`config.mk`:
```
export PLATFORM = sky130hd
export DESIGN_NAME = gps_sample_packer_flat
export DESIGN_NICKNAME = d
export VERILOG_FILES = /design/src/rtl/gps_sample_packer_if.sv /design/src/rtl/gps_sample_packer.sv /design/src/flat_wrapper.sv
export SDC_FILE = /design/constraint.sdc
export NUM_CORES = 1
export LEC_CHECK = 0
export CORE_ASPECT_RATIO = 0.9
export CORE_MARGIN = 3
export CORE_UTILIZATION = 27
export CTS_CLUSTER_SIZE = 8
export DETAILED_ROUTE_END_ITERATION = 12
export DONT_BUFFER_PORTS = 1
export GPL_TIMING_DRIVEN = 0
export PLACE_DENSITY_LB_ADDON = 0.15
export SLEW_MARGIN = 20
export SYNTH_ARGS = -nofsm -noshare
export SYNTH_HDL_FRONTEND = slang
export SYNTH_SLANG_ARGS = --single-unit
```
`constraint.sdc`:
```
create_clock -name MCU_CLK_25_000 -period 5.6 [get_ports MCU_CLK_25_000]
set_input_delay 0.56 -clock MCU_CLK_25_000 [delete_from_list [all_inputs] [get_ports MCU_CLK_25_000]]
set_output_delay 0.56 -clock MCU_CLK_25_000 [all_outputs]
set_load 0.01 [all_outputs]
```
`src/rtl/gps_sample_packer_if.sv`:
```
// Byte stream handshake from the GPS sample packer to the SPI bridge.
//   BYTE_DATA  : head-of-FIFO byte (8'h00 when nothing is queued)
//   BYTE_VALID : FIFO holds at least one byte
//   BYTE_READY : consumer accepts the head byte this cycle
// master = packer (producer), slave = SPI state machine (consumer).
interface gps_sample_packer_if;
    logic [7:0] BYTE_DATA;
    logic       BYTE_VALID;
    logic       BYTE_READY;

    modport master (
        output BYTE_DATA,
        output BYTE_VALID,
        input  BYTE_READY
    );

    modport slave (
        input  BYTE_DATA,
        input  BYTE_VALID,
        output BYTE_READY
    );
endinterface

```
`src/rtl/gps_sample_packer.sv`:
```
// Packs 4-bit GPS I/Q samples ({I1,I0,Q1,Q0}) two per byte, first sample in
// the high nibble, and buffers the bytes in a first-word-fall-through FIFO.
// When the FIFO is full, bytes are dropped; this sets a sticky OVERFLOW flag
// and bumps a saturating DROP_COUNT.
// Ports:
//   MCU_CLK_25_000 : sole clock
//   RESET_P        : synchronous active-high reset
//   DATAREADY      : one-cycle strobe per GPS sample
//   GPS_I0/I1/Q0/Q1: sample bits, valid with DATAREADY
//   byte_if        : BYTE_DATA / BYTE_VALID / BYTE_READY handshake (master)
//   FIFO_LEVEL     : number of stored bytes, 0..FIFO_DEPTH
//   OVERFLOW       : sticky, set on the first dropped byte
//   DROP_COUNT     : dropped bytes, saturating at 255
module gps_sample_packer #(
    parameter int unsigned FIFO_DEPTH = 16,
    parameter int unsigned ADDR_W     = 4
) (
    input  logic                 MCU_CLK_25_000,
    input  logic                 RESET_P,
    input  logic                 DATAREADY,
    input  logic                 GPS_I0,
    input  logic                 GPS_I1,
    input  logic                 GPS_Q0,
    input  logic                 GPS_Q1,
    gps_sample_packer_if.master  byte_if,
    output logic [ADDR_W:0]      FIFO_LEVEL,
    output logic                 OVERFLOW,
    output logic [7:0]           DROP_COUNT
);
    localparam int unsigned LVL_W = ADDR_W + 1;
    localparam logic [LVL_W-1:0] LVL_FULL = LVL_W'(FIFO_DEPTH);

    typedef enum logic {
        HALF_EMPTY = 1'b0,
        HALF_FULL  = 1'b1
    } pack_state_t;

    pack_state_t       state;
    pack_state_t       state_n;
    logic [3:0]        hold_nibble;
    logic [3:0]        sample_nibble;
    logic [7:0]        push_byte;
    logic              hold_load;
    logic              push;

    logic [7:0]        mem [FIFO_DEPTH];
    logic [ADDR_W-1:0] wr_ptr;
    logic [ADDR_W-1:0] rd_ptr;
    logic [ADDR_W-1:0] rd_ptr_n;
    logic              full;
    logic              push_ok;
    logic              drop;
    logic              pop;
    logic [LVL_W-1:0]  level_n;
    logic [7:0]        head_n;

    assign sample_nibble = {GPS_I1, GPS_I0, GPS_Q1, GPS_Q0};
    assign push_byte     = {hold_nibble, sample_nibble};

    // Pack FSM: next state and strobe decode
    always_comb begin
        state_n   = state;
        hold_load = 1'b0;
        push      = 1'b0;
        case (state)
            HALF_EMPTY: begin
                if (DATAREADY) begin
                    hold_load = 1'b1;
                    state_n   = HALF_FULL;
                end
            end
            HALF_FULL: begin
                if (DATAREADY) begin
                    push    = 1'b1;
                    state_n = HALF_EMPTY;
                end
            end
        endcase
    end

    // Full test uses the pre-cycle level, so a same-cycle pop cannot rescue a push
    assign full     = (FIFO_LEVEL == LVL_FULL);
    assign push_ok  = push & ~full;
    assign drop     = push & full;
    assign pop      = byte_if.BYTE_VALID & byte_if.BYTE_READY;
    assign rd_ptr_n = rd_ptr + ADDR_W'(pop);

    // Level after this edge
    always_comb begin
        level_n = FIFO_LEVEL;
        case ({push_ok, pop})
            2'b10:   level_n = FIFO_LEVEL + LVL_W'(1);
            2'b01:   level_n = FIFO_LEVEL - LVL_W'(1);
            default: level_n = FIFO_LEVEL;
        endcase
    end

    // Head after this edge; the incoming byte bypasses memory when it lands at the head
    always_comb begin
        head_n = 8'h00;
        if (level_n != '0) begin
            if (push_ok && (FIFO_LEVEL == LVL_W'(pop))) begin
                head_n = push_byte;
            end else begin
                head_n = mem[rd_ptr_n];
            end
        end
    end

    // Control state, pointers, registered outputs
    always_ff @(posedge MCU_CLK_25_000) begin
        if (RESET_P) begin
            state              <= HALF_EMPTY;
            hold_nibble        <= '0;
            wr_ptr             <= '0;
            rd_ptr             <= '0;
            FIFO_LEVEL         <= '0;
            byte_if.BYTE_VALID <= 1'b0;
            byte_if.BYTE_DATA  <= 8'h00;
            OVERFLOW           <= 1'b0;
            DROP_COUNT         <= 8'h00;
        end else begin
            state <= state_n;
            if (hold_load) begin
                hold_nibble <= sample_nibble;
            end
            if (push_ok) begin
                wr_ptr <= wr_ptr + ADDR_W'(1);
            end
            rd_ptr             <= rd_ptr_n;
            FIFO_LEVEL         <= level_n;
            byte_if.BYTE_VALID <= (level_n != '0);
            byte_if.BYTE_DATA  <= head_n;
            if (drop) begin
                OVERFLOW <= 1'b1;
                if (DROP_COUNT != 8'hFF) begin
                    DROP_COUNT <= DROP_COUNT + 8'd1;
                end
            end
        end
    end

    // FIFO storage, intentionally not reset
    always_ff @(posedge MCU_CLK_25_000) begin
        if (push_ok && !RESET_P) begin
            mem[wr_ptr] <= push_byte;
        end
    end
endmodule

```
`src/flat_wrapper.sv`:
```
// flat-port wrapper written by rule: the top's interface ports become plain ports
module gps_sample_packer_flat 
#(
    parameter int unsigned FIFO_DEPTH = 16,
    parameter int unsigned ADDR_W     = 4
)
  (MCU_CLK_25_000, RESET_P, DATAREADY, GPS_I0, GPS_I1, GPS_Q0, GPS_Q1, FIFO_LEVEL, OVERFLOW, DROP_COUNT, byte_if_BYTE_DATA, byte_if_BYTE_VALID, byte_if_BYTE_READY);
  gps_sample_packer_if byte_if_i ();
  input  logic MCU_CLK_25_000;
  input  logic RESET_P;
  input  logic DATAREADY;
  input  logic GPS_I0;
  input  logic GPS_I1;
  input  logic GPS_Q0;
  input  logic GPS_Q1;
  output logic [ADDR_W:0] FIFO_LEVEL;
  output logic OVERFLOW;
  output logic [7:0] DROP_COUNT;
  output wire logic [$bits(byte_if_i.BYTE_DATA)-1:0] byte_if_BYTE_DATA;
  output wire logic [$bits(byte_if_i.BYTE_VALID)-1:0] byte_if_BYTE_VALID;
  input wire logic [$bits(byte_if_i.BYTE_READY)-1:0] byte_if_BYTE_READY;
  assign byte_if_BYTE_DATA = byte_if_i.BYTE_DATA;
  assign byte_if_BYTE_VALID = byte_if_i.BYTE_VALID;
  assign byte_if_i.BYTE_READY = byte_if_BYTE_READY;
  gps_sample_packer #(.FIFO_DEPTH(FIFO_DEPTH), .ADDR_W(ADDR_W)) u_core (.MCU_CLK_25_000(MCU_CLK_25_000), .RESET_P(RESET_P), .DATAREADY(DATAREADY), .GPS_I0(GPS_I0), .GPS_I1(GPS_I1), .GPS_Q0(GPS_Q0), .GPS_Q1(GPS_Q1), .byte_if(byte_if_i), .FIFO_LEVEL(FIFO_LEVEL), .OVERFLOW(OVERFLOW), .DROP_COUNT(DROP_COUNT));
endmodule
```
==> results.md <==
- Status: completed
- Number of standard-cell rows in the floorplan: 53
- Number of synthesized flops with an enable pin: 128
- Average instance area after synthesis: 17.0 um^2
- Number of design rule violations left after detail routing: 0
- Average vias per placed instance: 4.72
- FILL cells: 2260
- PwrDens: 408 nW/um^2
- Top cells by area, synth: sky130_fd_sc_hd__edfxtp_1 (58%), sky130_fd_sc_hd__mux4_2 (14%), sky130_fd_sc_hd__dfxtp_1 (11%), sky130_fd_sc_hd__ha_1 (2.3%), sky130_fd_sc_hd__nor2_1 (2.1%)
- RSZ-0062 raised after global routing: false
- Worst-case vdd ir drop: 0.213 mV
- Vertical extent of the die: 155 um
- Most frequent cell on the critical path: sky130_fd_sc_hd__ha_1
- Final ANT Viol Nets: 0
- Total Die Area: 26600 um^2
- DR iter-0 viols: 248
- Share of the clock period used by the worst path after layout: 0.729
- Final nets: 431
- Kind of critical path: flop to flop
- Hold WC Path Type: input pin to flop
- Data required time at the worst endpoint: 5.84 ns
- Share of flip-flops with an asynchronous set or reset after synthesis: 0
- Vias: 3425
- Number of endpoints with negative hold slack in the final report: 0
- Post-synthesis cell area: 6670 um^2
- Share of the yosys chip area belonging to registers: 0.685
- Initial core utilization: 0.280
- Worst-case clock skew: 0.0105 ns
- Area growth from synthesis to layout: 15.2%
- Number of buffers inserted by post-CTS setup repair: 0
- Biggest fanout along the worst timing path: 10
- Quantity of I/O buffers inserted on ports: 0
- Library cell contributing the largest single delay on the critical path: sky130_fd_sc_hd__a211oi_2
- Wire length of the first global-routing pass: 22400 um
- Final setup fails: 0
- CTS max path bufs: 2
- Post-cts gate resize count: 0
- Max-capacitance violation count: 0
- Cells after synthesis: 392
- Stage delay of the slowest cell on the critical path: 0.66 ns
- ANT cells: 0
- Cell at the root of the clock tree: sky130_fd_sc_hd__clkbuf_16
- Reported leakage power: 0.00249 uW
- Max Freq: 245 MHz
- Standard cell core area: 23800 um^2
- Drt pass-1 iters: 4
- Setup tns final: 0 ns
- TritonCTS clock tree: done
- Relative slew slack: 0.313
- DP HPWL: 9980 um
- Skew-Pair Late Insertion Delay: 0.43 ns
- Category of the worst setup path launch point: flop
- Power Total: 3130 uW
- FF+latch count, synth: 164
- Transition time at the pin with the least slew margin: 1.03 ns
- Vias in the first global route: 3494
- Average detailed-routed wire length per instance: 20.7 um
- Yosys top cell area share: 0.577
- Period minus WS final: 4.08 ns
- Top-level port count: 31
- Die W: 172 um
- Overflow after GRT: 0
- Crit end category: flop
- Post-detailed-routing wire length: 15000 um
- Tot GR Track Use: 0.118
- Synthesized netlist net count: 412
- Maximum number of pins on one net before global-route repair: 19
- Clock edge transition at the registers on the reported setup and hold paths: 0.08 ns
- Count of unique library cells instantiated by Yosys: 40
- Critical Path AT: 4.33 ns
- CTS Hold Bufs: 0
- Primary FF master, synth: sky130_fd_sc_hd__edfxtp_1
- Series of cell instances along the critical path: clkbuf_1 > nor2_1 > a31oi_1 > inv_1 > ha_1 > buf_2 > xor2_1 > ha_1 > a21oi_1 > xnor2_1 > a211o_1 > a211oi_2 > a211oi_1
- RePlAce Congestion: 0.728
- Cell taking the most area after synthesis: sky130_fd_sc_hd__edfxtp_1
- Antenna violations before repair: 0
- Share of post-route cells with drive strength above 1: 0.212
- Number of sinks on the clock net: 164
- Cts bufs inserted: 17
- Total count of max-transition violations in the final report: 0
- CTS H-tree lvls: 4
- Warnings, synthesis: 0
-- metal layers --
layer | global-route usage | vias to the layer above | share of wire
met1 | 0.166 | 1808 | 0.49
met3 | 0.0259 | 8 | 0.028
met2 | 0.180 | 49 | 0.47
met4 | 0.0414 | 0 | 0.012
met5 | 0 | - | 0
li1 | - | 1560 | -
-- worst paths after layout --
check,start,endpoint,slack (ns),depth (start not counted)
setup / recovery,u_core.FIFO_LEVEL[0],u_core.byte_if.BYTE_DATA[3],1.52,13
hold / removal,GPS_Q0,u_core.mem[5][0],0.23,0
setup reg to reg,u_core.FIFO_LEVEL[0],u_core.byte_if.BYTE_DATA[3],1.52,13
hold reg to reg,u_core.OVERFLOW,u_core.OVERFLOW,0.49,2
-- final cells by class --
cell class,count,area [um^2],area share
flip-flops and latches,164,4560,0.595
multi-input cells,198,1990,0.259
clock buffers,17,425,0.0554
well taps,302,378,0.0492
clock inverters,15,183,0.0238
plain buffers,21,103,0.0134
inverters,9,33.8,0.00440
-- critical path: cells and delay by family, from the launching register on --
kind            cells  cell delay, ns
compound gates      5            1.98
flops               1            0.42
simple gates        1            0.10
buf+inv             3            0.66
xor+xnor            2            0.30
fa+ha+maj           2            0.45
-- power breakdown --
| part | total (uW) | switching, uW | internal (uW) | leakage, uW |
|---|---|---|---|---|
| Clock | 1190 | 550 | 645 | 0.000300 |
| Sequential | 1390 | 41.2 | 1350 | 0.00146 |
| Combinational | 546 | 287 | 259 | 0.000727 |
| Total | 3130 | 877 | 2250 | 0.00249 |
-- synth_stat cells, types with 5 or more instances --
cell                       number
sky130_fd_sc_hd__a211oi_1       8
sky130_fd_sc_hd__mux2i_1       12
sky130_fd_sc_hd__nor2_1        38
sky130_fd_sc_hd__nor2b_1        6
sky130_fd_sc_hd__dfxtp_1       36
sky130_fd_sc_hd__ha_1          12
sky130_fd_sc_hd__nand3_1        6
sky130_fd_sc_hd__a21oi_1        7
sky130_fd_sc_hd__clkbuf_1      12
sky130_fd_sc_hd__xor2_1         7
sky130_fd_sc_hd__nand2_1       12
sky130_fd_sc_hd__edfxtp_1     128
sky130_fd_sc_hd__mux4_2        40
sky130_fd_sc_hd__inv_1          9
sky130_fd_sc_hd__xnor2_1       11
sky130_fd_sc_hd__nor3_1         5
-- state kept, by name, indices dropped and copies added, names as in the netlist --
register	cells
u_core.wr_ptr	4
u_core.mem	128
u_core.hold_nibble	4
u_core.byte_if.BYTE_VALID	1
u_core.rd_ptr	4
u_core.byte_if.BYTE_DATA	8
u_core.FIFO_LEVEL	5
u_core.OVERFLOW	1
u_core.state	1
u_core.DROP_COUNT	8
-- stage by stage --
step / utilization / setup slack, ns / instance area (um^2) / hold slack, ns / instances
6_report: 0.322 / 1.52 / 7680 / 0.227 / 726
2_1_floorplan: - / 2.39 / 6670 / 0.470 / 392
4_1_cts: 0.322 / 1.52 / 7670 / 0.206 / 726
5_1_grt: 0.322 / 1.20 / 7680 / 0.200 / 726
3_5_place_dp: 0.297 / 1.53 / 7060 / 0.492 / 694
3_3_place_gp: 0.296 / 1.60 / 7040 / 0.491 / 694
-- placed cells by master (no fill, tap or decap), types with 3 or more instances in the layout --
| cell type | instances |
|---|---|
| sky130_fd_sc_hd__a211oi_1 | 8 |
| sky130_fd_sc_hd__edfxtp_1 | 128 |
| sky130_fd_sc_hd__o21ai_0 | 3 |
| sky130_fd_sc_hd__xor2_1 | 7 |
| sky130_fd_sc_hd__clkbuf_16 | 17 |
| sky130_fd_sc_hd__buf_4 | 3 |
| sky130_fd_sc_hd__buf_2 | 4 |
| sky130_fd_sc_hd__nand4_1 | 4 |
| sky130_fd_sc_hd__clkbuf_1 | 12 |
| sky130_fd_sc_hd__mux4_2 | 40 |
| sky130_fd_sc_hd__nand3_1 | 6 |
| sky130_fd_sc_hd__nor3_2 | 4 |
| sky130_fd_sc_hd__dfxtp_1 | 36 |
| sky130_fd_sc_hd__mux2i_1 | 12 |
| sky130_fd_sc_hd__nand2_1 | 12 |
| sky130_fd_sc_hd__clkinv_4 | 3 |
| sky130_fd_sc_hd__inv_6 | 3 |
| sky130_fd_sc_hd__nor2_1 | 36 |
| sky130_fd_sc_hd__nor3b_1 | 3 |
| sky130_fd_sc_hd__inv_1 | 9 |
| sky130_fd_sc_hd__nor2b_1 | 6 |
| sky130_fd_sc_hd__xnor2_1 | 11 |
| sky130_fd_sc_hd__ha_1 | 12 |
| sky130_fd_sc_hd__nor4_1 | 3 |
| sky130_fd_sc_hd__inv_8 | 6 |
| sky130_fd_sc_hd__a21oi_1 | 7 |
-- logic make-up after synthesis --
group                    synth area share
XOR/XNOR                           0.0261
AO/OA/AOI/OAI                      0.0278
AND/OR/NAND/NOR                    0.0636
flip-flops                          0.685
buffers and inverters              0.0205
multiplexers                        0.155
adder cells (fa/ha/maj)            0.0225
Power figures use the tool's default switching activity.
